--- config.mk ---
export PLATFORM = sky130hd
export DESIGN_NAME = simon_control
export DESIGN_NICKNAME = d
export VERILOG_FILES = /design/src/rtl/simon_pkg.sv /design/src/rtl/simon_btn_sync.sv /design/src/rtl/simon_control.sv
export SDC_FILE = /design/constraint.sdc
export NUM_CORES = 1
export LEC_CHECK = 0
export BUFFER_PORTS_ARGS = -buffer_cell sky130_fd_sc_hd__buf_2
export CORE_MARGIN = 2
export CORE_UTILIZATION = 47
export DETAILED_ROUTE_END_ITERATION = 10
export GPL_TIMING_DRIVEN = 0
export PLACE_DENSITY = 0.79
export SETUP_SLACK_MARGIN = 0.1
export SYNTH_ARGS = -nofsm -noshare
export SYNTH_HDL_FRONTEND = slang
export SYNTH_SLANG_ARGS = --single-unit
--- constraint.sdc ---
create_clock -name clk -period 1.71 [get_ports clk]
set_clock_uncertainty 0.2 [all_clocks]
set_input_delay 0.2565 -clock clk [delete_from_list [all_inputs] [get_ports clk]]
set_output_delay 0.2565 -clock clk [all_outputs]
set_load 0.01 [all_outputs]
--- src/rtl/simon_pkg.sv ---
// simon_pkg: shared state encoding and parameter defaults for simon_control
package simon_pkg;
    typedef enum logic [2:0] {
        ST_INIT,
        ST_INPUT,
        ST_PLAYBACK,
        ST_REPEAT,
        ST_DONE
    } state_t;
    localparam int MAX_ROUNDS_DEF = 63;
    localparam int PLAYBACK_TICKS_DEF = 25_000_000;
endpackage

--- src/rtl/simon_btn_sync.sv ---
// simon_btn_sync: two-flop synchroniser plus rising-edge detector; ports clk, rst (async high), next (raw button) -> next_pulse (one cycle per press)
module simon_btn_sync (
    input  logic clk,
    input  logic rst,
    input  logic next,
    output logic next_pulse
);
    logic s1, s2, prev;
    always_ff @(posedge clk or posedge rst) begin
        if (rst) {s1, s2, prev} <= '0;
        else     {s1, s2, prev} <= {next, s1, s2};
    end
    assign next_pulse = s2 & ~prev;
endmodule

--- src/rtl/simon_control.sv ---
// simon_control: Simon game controller FSM; in clk, rst (async high), next, right_guess, i_eq_ns, legal; out reset, rst_i, count_i, count_ns, m1..m4 (INPUT/PLAYBACK/REPEAT/DONE), won; SIMON_PLAYBACK_TIMER_EN makes playback/done advance on a PLAYBACK_TICKS timer instead of next
module simon_control
    import simon_pkg::*;
#(
    parameter int PLAYBACK_TICKS = PLAYBACK_TICKS_DEF,
    parameter int MAX_ROUNDS     = MAX_ROUNDS_DEF
) (
    input  logic clk,
    input  logic rst,
    input  logic next,
    input  logic right_guess,
    input  logic i_eq_ns,
    input  logic legal,
    output logic reset,
    output logic rst_i,
    output logic count_i,
    output logic count_ns,
    output logic m1,
    output logic m2,
    output logic m3,
    output logic m4,
    output logic won
);
    state_t state, nxt;
    logic [5:0] rounds;
    logic next_pulse, adv, win_set;
    simon_btn_sync u_sync (
        .clk        (clk),
        .rst        (rst),
        .next       (next),
        .next_pulse (next_pulse)
    );
`ifdef SIMON_PLAYBACK_TIMER_EN
    logic [31:0] timer;
    assign adv = timer == 32'(PLAYBACK_TICKS - 1);
    always_ff @(posedge clk or posedge rst) begin
        if (rst) timer <= '0;
        else     timer <= (nxt != state || adv || !(state inside {ST_PLAYBACK, ST_DONE})) ? '0 : timer + 32'd1;
    end
`else
    assign adv = next_pulse;
`endif
    always_comb begin
        nxt      = state;
        rst_i    = 1'b0;
        count_i  = 1'b0;
        count_ns = 1'b0;
        win_set  = 1'b0;
        case (state)
            ST_INIT: nxt = ST_INPUT;
            ST_INPUT: begin
                count_ns = next_pulse && legal;
                rst_i    = count_ns;
                win_set  = count_ns && rounds == 6'(MAX_ROUNDS - 1);
                nxt      = win_set ? ST_DONE : count_ns ? ST_PLAYBACK : ST_INPUT;
            end
            ST_PLAYBACK: begin
                rst_i   = i_eq_ns;
                count_i = !i_eq_ns && adv;
                nxt     = i_eq_ns ? ST_REPEAT : ST_PLAYBACK;
            end
            ST_REPEAT: begin
                rst_i   = i_eq_ns || (next_pulse && !right_guess);
                count_i = !i_eq_ns && next_pulse && right_guess;
                nxt     = i_eq_ns ? ST_INPUT : (next_pulse && !right_guess) ? ST_DONE : ST_REPEAT;
            end
            ST_DONE: begin
                rst_i   = i_eq_ns;
                count_i = !i_eq_ns && adv;
            end
            default: nxt = ST_INIT;
        endcase
    end
    always_ff @(posedge clk or posedge rst) begin
        if (rst) begin
            state  <= ST_INIT;
            rounds <= '0;
            won    <= 1'b0;
            reset  <= 1'b1;
            {m4, m3, m2, m1} <= '0;
        end else begin
            state  <= nxt;
            rounds <= state == ST_INIT ? '0 : rounds + {5'd0, count_ns};
            won    <= won | win_set;
            reset  <= nxt == ST_INIT;
            m1     <= nxt == ST_INPUT;
            m2     <= nxt == ST_PLAYBACK;
            m3     <= nxt == ST_REPEAT;
            m4     <= nxt == ST_DONE;
        end
    end
endmodule

==> flow_summary.ini, run 1 <==
[floorplanning]
core_area_sq_mm = 0.00171
io_pins = 15
design.die.area_sq_mm = 0.00215
chipHeight_um = 46.3
initial_utilization_pct = 49.3
die_width_um = 46.3
row_count = 15

[yosys]
number_of_synthesized_flops_with_an_enable_pin = 0
syn_nets = 81
post_synth_fa_ha_maj_area_fraction_pct = 2.97
main_combinational_cell_family_by_area_after_synthesis = simple AND/OR/NAND/NOR gates
post_synth_and_or_nand_nor_area_fraction_pct = 23.3
synth_xor_area_share_pct = 4.16
dominantRegCellSynth = sky130_fd_sc_hd__dfrtp_1
postSynthCellCount = 73
synth-warning-count = 0
synth.avg_cell_area_sq_um = 11.5
asyncSetResetFlopFracSynth_pct = 100
synth.yosys.seq_area_share_pct = 53.6
synth.cell_area_sq_um = 842
post_synthesis_mux_area_share_pct = 2.38
synth-seq-cells = 18
netlist-cell-type-count = 32
area_fraction_in_compound_gates_after_synthesis_pct = 10.5

[setup_path]
crit_required_ns = 1.25
crit_path_max_fanout = 2
critical_path_endpoint_category = output port
cp-start-kind = register
r2r.worst_path.cells = 8
worst-endpoint-arrival_ns = 1.45
timing_worst_setup_path_type = register to output port

[status]
outcome = finished with violations
violations_in_the_final_reports = setup timing

[detailed_routing]
dr.pass1.iters = 5
drt_first_iter_violations = 3
drc = 0
wire_per_inst_um = 12.1
drt-vias-per-instance = 4.90
drt_antenna_net_count = 0
finalWirelength_um = 1500
routed_vias = 607

[placed_design]
pre_cts_ws_ns = -0.279
port_buffers = 14
gp_routability_congestion = 0.715
detailed_place_hpwl_um = 1020

[clock_tree]
max-clock-path-buffers = 2
clock_insertion_delay_worst_skew_ns = 0.29
clock_sink_count = 18
cts-htree-levels = 1
tritoncts_clock_tree = built
clkSlewWorstSetupHoldPaths_ns = 0.10
clock_buffers_created_by_tritoncts = 3
clock-root-buffer = sky130_fd_sc_hd__clkbuf_4

[sta]
timing_worst_slew_pin_value_ns = 0.641
slew_headroom_pct = 57.2
post-route-min-period_ns = 1.91
max_clock_freq_mhz = 524
setup-violations-final = 8
rsz_0062_raised_after_global_routing = yes
layout_setup_ws_ns = -0.197
layout_worst_path_cycle_share_pct = 112
count_of_endpoints_failing_hold_in_the_final_timing_report = 0
timing.final.max_slew_violations = 0
timing.setup.tns_ns = -0.807

[cells_and_area]
final_nets = 108
commonest_non_fill_non_tap_cell_in_the_layout = sky130_fd_sc_hd__dfrtp_1
antennaDiodeCount = 0
drive_gt1_share_pct = 42.4
area_growth_pct = 35.5
final_cell_mix = sky130_fd_sc_hd__dfrtp_1 (17), sky130_fd_sc_hd__buf_2 (13), sky130_fd_sc_hd__buf_4 (7)

[pwr]
static-leakage-power_nw = 0.530
power_per_cell_area_mw_per_mm2 = 1220
ir_drop_uv = 798

[flow_run]
cap_viol_max_count = 0

[grt]
number_of_antenna_violations_at_the_first_check_in_global_routing = 0
grt_max_degree = 19
grt_overflow_total = 0
gr-usage-all-layers_pct = 15.7
grt_pass1_wl_um = 2280
grt_pass1_vias = 536

[min_path]
min_path_type = input port to register
hold-path-cell-count = 3
## worst paths after layout
path | startpoint | to | slack, ns
worst max-delay path | u_sync.prev | count_ns | -0.20
worst min-delay path | i_eq_ns | m1 | 0.04
worst max register to register | u_sync.prev | rounds[4] | -0.15
worst min register to register | u_sync.s1 | u_sync.s2 | 0.17
max in group asynchronous | rst | state[1] | 0.52
min in group asynchronous | rst | state[2] | 0.38
## layout make-up
| class | count | area, sq um |
|---|---|---|
| buffer | 3 | 30.0 |
| clock buffer | 4 | 36.3 |
| fill | 141 | 567 |
| inverter | 2 | 7.51 |
| multi-input combinational | 50 | 443 |
| sequential | 18 | 452 |
| tap | 25 | 31.3 |
| timing repair buffer | 22 | 141 |
## worst max-delay path, stage by stage (launching register included)
cell	delay, ns
sky130_fd_sc_hd__dfrtp_1	0.39
sky130_fd_sc_hd__nand3b_4	0.18
sky130_fd_sc_hd__nor3b_4	0.19
sky130_fd_sc_hd__and2b_2	0.20
sky130_fd_sc_hd__buf_4	0.12
sky130_fd_sc_hd__buf_6	0.09
## stage by stage
step | hold slack [ns] | instances | utilization (%) | power [W] | instance area [sq um]
2_1_floorplan | -0.00566 | 73 | - | 0.000902 | 880
3_3_place_gp | 0.145 | 112 | 57.4 | 0.00100 | 981
3_5_place_dp | 0.138 | 112 | 57.4 | 0.00102 | 981
4_1_cts | 0.0232 | 123 | 65.1 | 0.00138 | 1110
5_1_grt | 0.0383 | 124 | 66.8 | 0.00148 | 1140
6_report | 0.0374 | 124 | 66.8 | 0.00140 | 1140
## synthesized netlist by cell type (all sizes together), types with 3 or more instances
library cell	number	area share [%]
a21oi	3	1.8
buf	3	2.1
dfrtp	17	51
nand2b	4	3.0
nor2	7	3.1
nor2b	3	2.2
nor3b	4	5.5
o21ai	3	1.8
## metal layers
metal	track usage, %	part of all wire [%]	vias up
li1	-	-	304
met1	22.2	48	288
met2	22.2	48	13
met3	2.35	3.2	2
met4	10.3	0.80	0
met5	0	0	-
## where the power goes
part           total, W  leakage, nW  switching, W  internal, W
logic          0.000556        0.280      0.000274     0.000282
clock network  0.000259       0.0210      0.000130     0.000130
registers      0.000582        0.230     0.0000652     0.000517
total           0.00140        0.530      0.000469     0.000929
## state kept, by name, indices dropped and copies added, names as in the netlist
name / count
u_sync.prev: 1
m3: 1
state: 3
reset: 1
rounds: 6
won: 1
m4: 1
m1: 1
u_sync.s1: 1
u_sync.s2: 1
m2: 1
## kinds of logic after synthesis
group	after synthesis
fa+ha+maj	2
xor+xnor	4
buf+inv	5
simple gates	29
mux	2
compound gates	13
flops	18
## timing repair
action,CTS,global route
cloned,0,0
pin swaps,6,4
hold buffers,2,0
endpoints found under the setup margin,9,9
setup buffers,5,1
endpoints found under the hold margin,18,0
resized for setup,8,4
(Power assumes the default switching activity.)
==> run 2, diff against run 1 <==
Settings changed: CORE_UTILIZATION 47 to 50, CTS_BUF_LIST from default to sky130_fd_sc_hd__clkbuf_4 sky130_fd_sc_hd__clkbuf_8, PLACE_DENSITY 0.79 to 0.82.
==> run 2 against run 1 <==
Effect of this change:
- the flow still finishes with violations (setup timing)
- register-to-register slack hardly changed
- global-route usage grew 1.9 points
- worst hold slack worse by 0.0017 ns
- wire length about the same
==> flow_summary.ini, run 2 (same netlist as run 1, synthesis figures left out) <==
[setup_path]
regToRegEndpoint = rounds[2]
timing.rr.start = u_sync.prev
cp-start-kind = register
worst_path_max_delay_cell = sky130_fd_sc_hd__dfrtp_1
cpLargestDelayFamily = flip-flops
crit_path_max_fanout = 10
cp_num_cells = 5
critical_path.cell_chain = buf_6, nor3b_4, a21oi_1, nor3_1, buf_2
critical_path.n_buffers_inverters = 2
crit_required_ns = 1.25
worst-endpoint-arrival_ns = 1.40
r2r.worst_path.cells = 8
crit_path_max_incr_delay_ns = 0.44
critical_path_endpoint_category = output port
timing_worst_setup_path_type = register to output port
worst-r2r-setup-slack_ns = -0.14

[grt]
grt_pass1_vias = 584
gr-usage-all-layers_pct = 17.6
met1_resource_use_gr_pct = 23.9
met2_usage_pct = 26.9
grt.met3_usage_pct = 4.80
grt_overflow_total = 0
grt_max_degree = 19
grt_busiest_layer = met2
grt_pass1_wl_um = 2530
number_of_antenna_violations_at_the_first_check_in_global_routing = 0

[floorplanning]
row_count = 14
io_pins = 15
initial_utilization_pct = 54.6
chipHeight_um = 45.0
die_width_um = 45.0
design.die.area_sq_mm = 0.00203
core_area_sq_mm = 0.00154

[detailed_routing]
dr.pass1.iters = 2
drt_antenna_net_count = 0
routed_vias = 614
drt-vias-per-instance = 5.43
finalWirelength_um = 1500
drc = 0
drt_first_iter_violations = 6
wire_per_inst_um = 13.2

[cells_and_area]
final_nets = 106
final_cell_mix = sky130_fd_sc_hd__dfrtp_1 (17), sky130_fd_sc_hd__buf_2 (13), sky130_fd_sc_hd__nor2_1 (6)
largest_register_by_flop_count = rounds
commonest_non_fill_non_tap_cell_in_the_layout = sky130_fd_sc_hd__dfrtp_1
reg_top3 = rounds: 6 flops, state: 3 flops
antennaDiodeCount = 0
area_growth_pct = 29.7
drive_gt1_share_pct = 40.2
layout.cell_area.non_filler_sq_mm = 0.00109
largest_register_ff_count = 6

[placed_design]
dpl-instance-area_sq_um = 970
pre_cts_ws_ns = -0.233
gp_routability_congestion = 0.766
detailed_place_hpwl_um = 1040
port_buffers = 14

[clock_tree]
clock_insertion_delay_worst_skew_ns = 0.29
clock_buffers_created_by_tritoncts = 3
max-clock-path-buffers = 2
clock_sink_count = 18
clkSlewWorstSetupHoldPaths_ns = 0.11
clock-root-buffer = sky130_fd_sc_hd__clkbuf_4
tritoncts_clock_tree = built
cts-htree-levels = 1

[sta]
timing.final.max_slew_violations = 0
timing.setup.tns_ns = -0.889
slew_headroom_pct = 57.0
setup-violations-final = 8
timing_worst_slew_pin_value_ns = 0.645
rsz_0062_raised_after_global_routing = yes
count_of_endpoints_failing_hold_in_the_final_timing_report = 0
layout_setup_ws_ns = -0.142
layout_worst_path_cycle_share_pct = 108
max_clock_freq_mhz = 540
post-route-min-period_ns = 1.85

[min_path]
hold-path-cell-count = 3
min_path_type = input port to register
worst_hold_startpoint = i_eq_ns
min_delay_worst_endpoint = m1

[flow_run]
cap_viol_max_count = 0

[pwr]
power.total_w = 0.00132
power_per_cell_area_mw_per_mm2 = 1210
static-leakage-power_nw = 0.519
ir_drop_uv = 1020

[status]
violations_in_the_final_reports = setup timing
outcome = finished with violations
## run 2: cell types whose count changed in the layout (fill, tap and decap cells not counted)
cell / previous run / this run
sky130_fd_sc_hd__nor2_2: 0 / 1
sky130_fd_sc_hd__nand3_4: 1 / 0
sky130_fd_sc_hd__buf_6: 3 / 4
sky130_fd_sc_hd__clkbuf_4: 3 / 4
sky130_fd_sc_hd__nor2b_4: 1 / 0
sky130_fd_sc_hd__clkbuf_8: 1 / 0
sky130_fd_sc_hd__buf_4: 7 / 4
sky130_fd_sc_hd__nor2b_1: 2 / 3
sky130_fd_sc_hd__nand3_2: 1 / 2
sky130_fd_sc_hd__nor2_4: 1 / 0
## run 2: how the worst max path moves through the flow
stage                endpoint   startpoint
CTS                 rounds[4]  u_sync.prev
finish                count_i     state[0]
global route        rounds[4]  u_sync.prev
floorplan           rounds[5]  u_sync.prev
detailed placement  rounds[5]  u_sync.prev
global placement    rounds[5]  u_sync.prev
## run 2: per-stage QoR
stage          hold WS [ns]  util, %  instances
5_1_grt              0.0301     70.9        113
3_3_place_gp          0.147     62.9        103
4_1_cts              0.0353     69.0        111
2_1_floorplan      -0.00566        -         73
6_report             0.0357     70.9        113
3_5_place_dp          0.139     62.9        103
## run 2: power by group
part           switching (W)  internal (W)
combinational       0.000255      0.000246
sequential         0.0000676      0.000517
clock               0.000127      0.000107
## run 2: worst register-to-register path, stage by stage (launching register included)
cell and delay, ns:
sky130_fd_sc_hd__dfrtp_1 0.38, sky130_fd_sc_hd__nand3b_4 0.16, sky130_fd_sc_hd__nor3b_4 0.20, sky130_fd_sc_hd__and2b_2 0.22
sky130_fd_sc_hd__ha_4 0.16, sky130_fd_sc_hd__ha_4 0.13, sky130_fd_sc_hd__buf_4 0.11, sky130_fd_sc_hd__xnor2_2 0.09
sky130_fd_sc_hd__nor2_1 0.06
## run 2: routing by layer
layer / wire [um] / vias up
met3: 51 / 2
met1: 678 / 301
met2: 752 / 9
met5: 0 / -
met4: 14 / 0
li1: - / 302
## run 2: layout make-up
class | count | area [sq um]
flip-flops and latches | 18 | 452
fillers | 104 | 449
multi-input cells | 50 | 423
repair buffers | 20 | 126
plain buffers | 3 | 33.8
clock buffers | 4 | 30.0
well taps | 16 | 20.0
inverters | 2 | 7.51
## run 2: what timing repair did
action / 4_1_cts / 5_1_grt
hold buffers: 2 / 0
endpoints found under the setup margin: 9 / 9
pin swaps: 5 / 2
resized for setup: 7 / 2
endpoints found under the hold margin: 18 / 0
setup buffers: 2 / 2
==> run 3, diff against run 2 <==
==> constraint.sdc (replaced) <==
create_clock -name clk -period 1.71 [get_ports clk]
set_clock_uncertainty 0.2 [all_clocks]
set_input_delay 0 -clock clk [delete_from_list [all_inputs] [get_ports clk]]
set_output_delay 0 -clock clk [all_outputs]
set_load 0.01 [all_outputs]
==> run 3 against run 2 <==
Effect of this change:
- the run still ends with setup timing left
- sequential cell count unchanged
- via count is 2.3% higher
- setup slack improved by 0.027 ns
- first-iteration DRC count up 50%
- critical path depth is 3 higher
- final cell count increased by 1.8%
- die area unchanged
- sequential share of layout area fell by 0.33 points
- register-to-register slack better by 0.03 ns
- count of clock-buffer cells in the layout stayed put
- clock power is 3% lower
- maximum frequency is 1.5% higher
==> flow_summary.ini, run 3 (same netlist as run 1, synthesis figures left out) <==
[cells_and_area]
reg_top3 = rounds: 6 flops, state: 3 flops
area_growth_pct = 30.8
largest_register_by_flop_count = rounds
layout.cell_area.non_filler_sq_mm = 0.00110
final_nets = 108
final_cell_mix = sky130_fd_sc_hd__dfrtp_1 (17), sky130_fd_sc_hd__buf_2 (13), sky130_fd_sc_hd__buf_4 (5), sky130_fd_sc_hd__clkbuf_4 (5), sky130_fd_sc_hd__nor2_1 (5)
multi_input_comb_area_sq_um = 419
antennaDiodeCount = 0
seqCellArea_sq_um = 452
drive_gt1_share_pct = 40.4
instances_no_fill = 115
commonest_non_fill_non_tap_cell_in_the_layout = sky130_fd_sc_hd__dfrtp_1
largest_register_ff_count = 6
fill_cell_instance_count_of_the_final_layout = 105

[pwr]
seq_power_share_pct = 45.0
ir_drop_uv = 850
power_switching_w = 0.000431
power.internal_w = 0.000854
power.switching_fraction_pct = 33.5
comb_power_share_pct = 37.3
power_per_cell_area_mw_per_mm2 = 1170
clock_share_of_power_pct = 17.7
static-leakage-power_nw = 0.521

[setup_path]
worst-endpoint-arrival_ns = 1.79
worst-r2r-setup-slack_ns = -0.11
crit_required_ns = 1.67
timing_worst_setup_path_type = register to register
crit_path_from = u_sync.prev
critical_path.cell_chain = nand3b_4, nor3b_4, and2b_2, ha_4, ha_4, buf_4, xnor2_2, nor2_2
timing.rr.start = u_sync.prev
cell_type_with_the_highest_occurrence_count_on_the_critical_path = sky130_fd_sc_hd__ha_4
r2r.worst_path.cells = 8
crit_path_max_incr_delay_ns = 0.38
cp-start-kind = register
regToRegEndpoint = rounds[2]
crit_path_max_fanout = 2
critical_path_endpoint_category = register
worst_path_max_delay_cell = sky130_fd_sc_hd__dfrtp_1

[min_path]
min_delay_worst_endpoint = m1
worst_hold_startpoint = legal
hold-path-cell-count = 4
min_path_type = input port to register

[floorplanning]
core_area_sq_mm = 0.00154
chipHeight_um = 45.0
design.die.area_sq_mm = 0.00203
die_width_um = 45.0
row_count = 14
io_pins = 15
initial_utilization_pct = 54.6

[sta]
count_of_endpoints_failing_hold_in_the_final_timing_report = 0
post-route-min-period_ns = 1.82
max_clock_freq_mhz = 548
timing.final.max_slew_violations = 0
layout_setup_ws_ns = -0.115
rsz_0062_raised_after_global_routing = yes
layout_worst_path_cycle_share_pct = 107
setup-violations-final = 5
timing_worst_slew_pin_value_ns = 0.627
timing.setup.tns_ns = -0.329
slew_headroom_pct = 58.1

[detailed_routing]
drt_antenna_net_count = 0
finalWirelength_um = 1500
dr.pass1.iters = 3
drt_first_iter_violations = 9
wire_per_inst_um = 13.0
drc = 0
drt-vias-per-instance = 5.46
routed_vias = 628

[placed_design]
gp_routability_congestion = 0.766
post-place-cells = 103
dpl-instance-area_sq_um = 970
port_buffers = 14
detailed_place_hpwl_um = 1040

[status]
violations_in_the_final_reports = setup timing
outcome = finished with violations

[clock_tree]
max-clock-path-buffers = 2
tritoncts_clock_tree = built
clock_sink_count = 18
clock_insertion_delay_worst_skew_ns = 0.28
clock_buffers_created_by_tritoncts = 3
clock-root-buffer = sky130_fd_sc_hd__clkbuf_4
clkSlewWorstSetupHoldPaths_ns = 0.10
cts-htree-levels = 1

[grt]
grt_pass1_vias = 598
gr-usage-all-layers_pct = 17.5
grt_max_degree = 19
grt_pass1_wl_um = 2540
grt_overflow_total = 0
number_of_antenna_violations_at_the_first_check_in_global_routing = 0

[flow_run]
cap_viol_max_count = 0
run 3: timing repair:
action                                 in CTS  in global routing
setup buffers                               2                  2
endpoints found under the hold margin      23                  0
pin swaps                                   4                  4
resized for setup                           3                  4
hold buffers                                4                  0
setup endpoints to repair                   9                  9
run 3: worst max path at each step:
stage / end / depth (start not counted)
finish: rounds[2] / 8
global placement: rounds[5] / 8
CTS: rounds[4] / 8
detailed placement: rounds[5] / 8
global route: rounds[4] / 8
floorplan: rounds[5] / 8
run 3: final cells by class:
type | instances | share of cell area (%)
multi-input cells | 50 | 38.1
flip-flops and latches | 18 | 41.0
plain buffers | 3 | 2.39
repair buffers | 22 | 13.3
inverters | 2 | 0.682
well taps | 16 | 1.82
clock buffers | 4 | 2.73
run 3: worst max-delay path, delay by kind of cell, from the launching register on:
kind                     cells  cell delay, ns
adder cells (fa/ha/maj)      2            0.28
buffers and inverters        1            0.11
AND/OR/NAND/NOR              4            0.62
flip-flops                   1            0.38
XOR/XNOR                     1            0.10
run 3: power groups by stage:
stage | registers [W] | clock network, W | logic (W)
final | 0.000578 | 0.000228 | 0.000480
after global placement | 0.000579 | 0 | 0.000423
after global routing | 0.000588 | 0.000254 | 0.000535
after CTS | 0.000578 | 0.000238 | 0.000460
after detailed placement | 0.000583 | 0 | 0.000436
after floorplan | 0.000596 | 0 | 0.000306
run 3: metrics by stage:
step	setup slack (ns)	utilization [%]	power, W	hold slack, ns
after floorplan	-0.154	-	0.000902	-0.262
after global routing	-0.203	71.4	0.00138	0.0271
after detailed placement	-0.233	62.9	0.00102	-0.0866
after CTS	-0.129	69.3	0.00128	0.0193
final	-0.115	71.4	0.00129	0.0350
after global placement	-0.208	62.9	0.00100	-0.0899
run 3: layer usage:
| layer | track usage, % | share of wire (%) | up-vias |
|---|---|---|---|
| met5 | 0 | 0 | - |
| met4 | 10.0 | 2.2 | 0 |
| met3 | 4.40 | 3.0 | 4 |
| met2 | 26.6 | 51 | 9 |
| met1 | 22.7 | 44 | 312 |
| li1 | - | - | 303 |
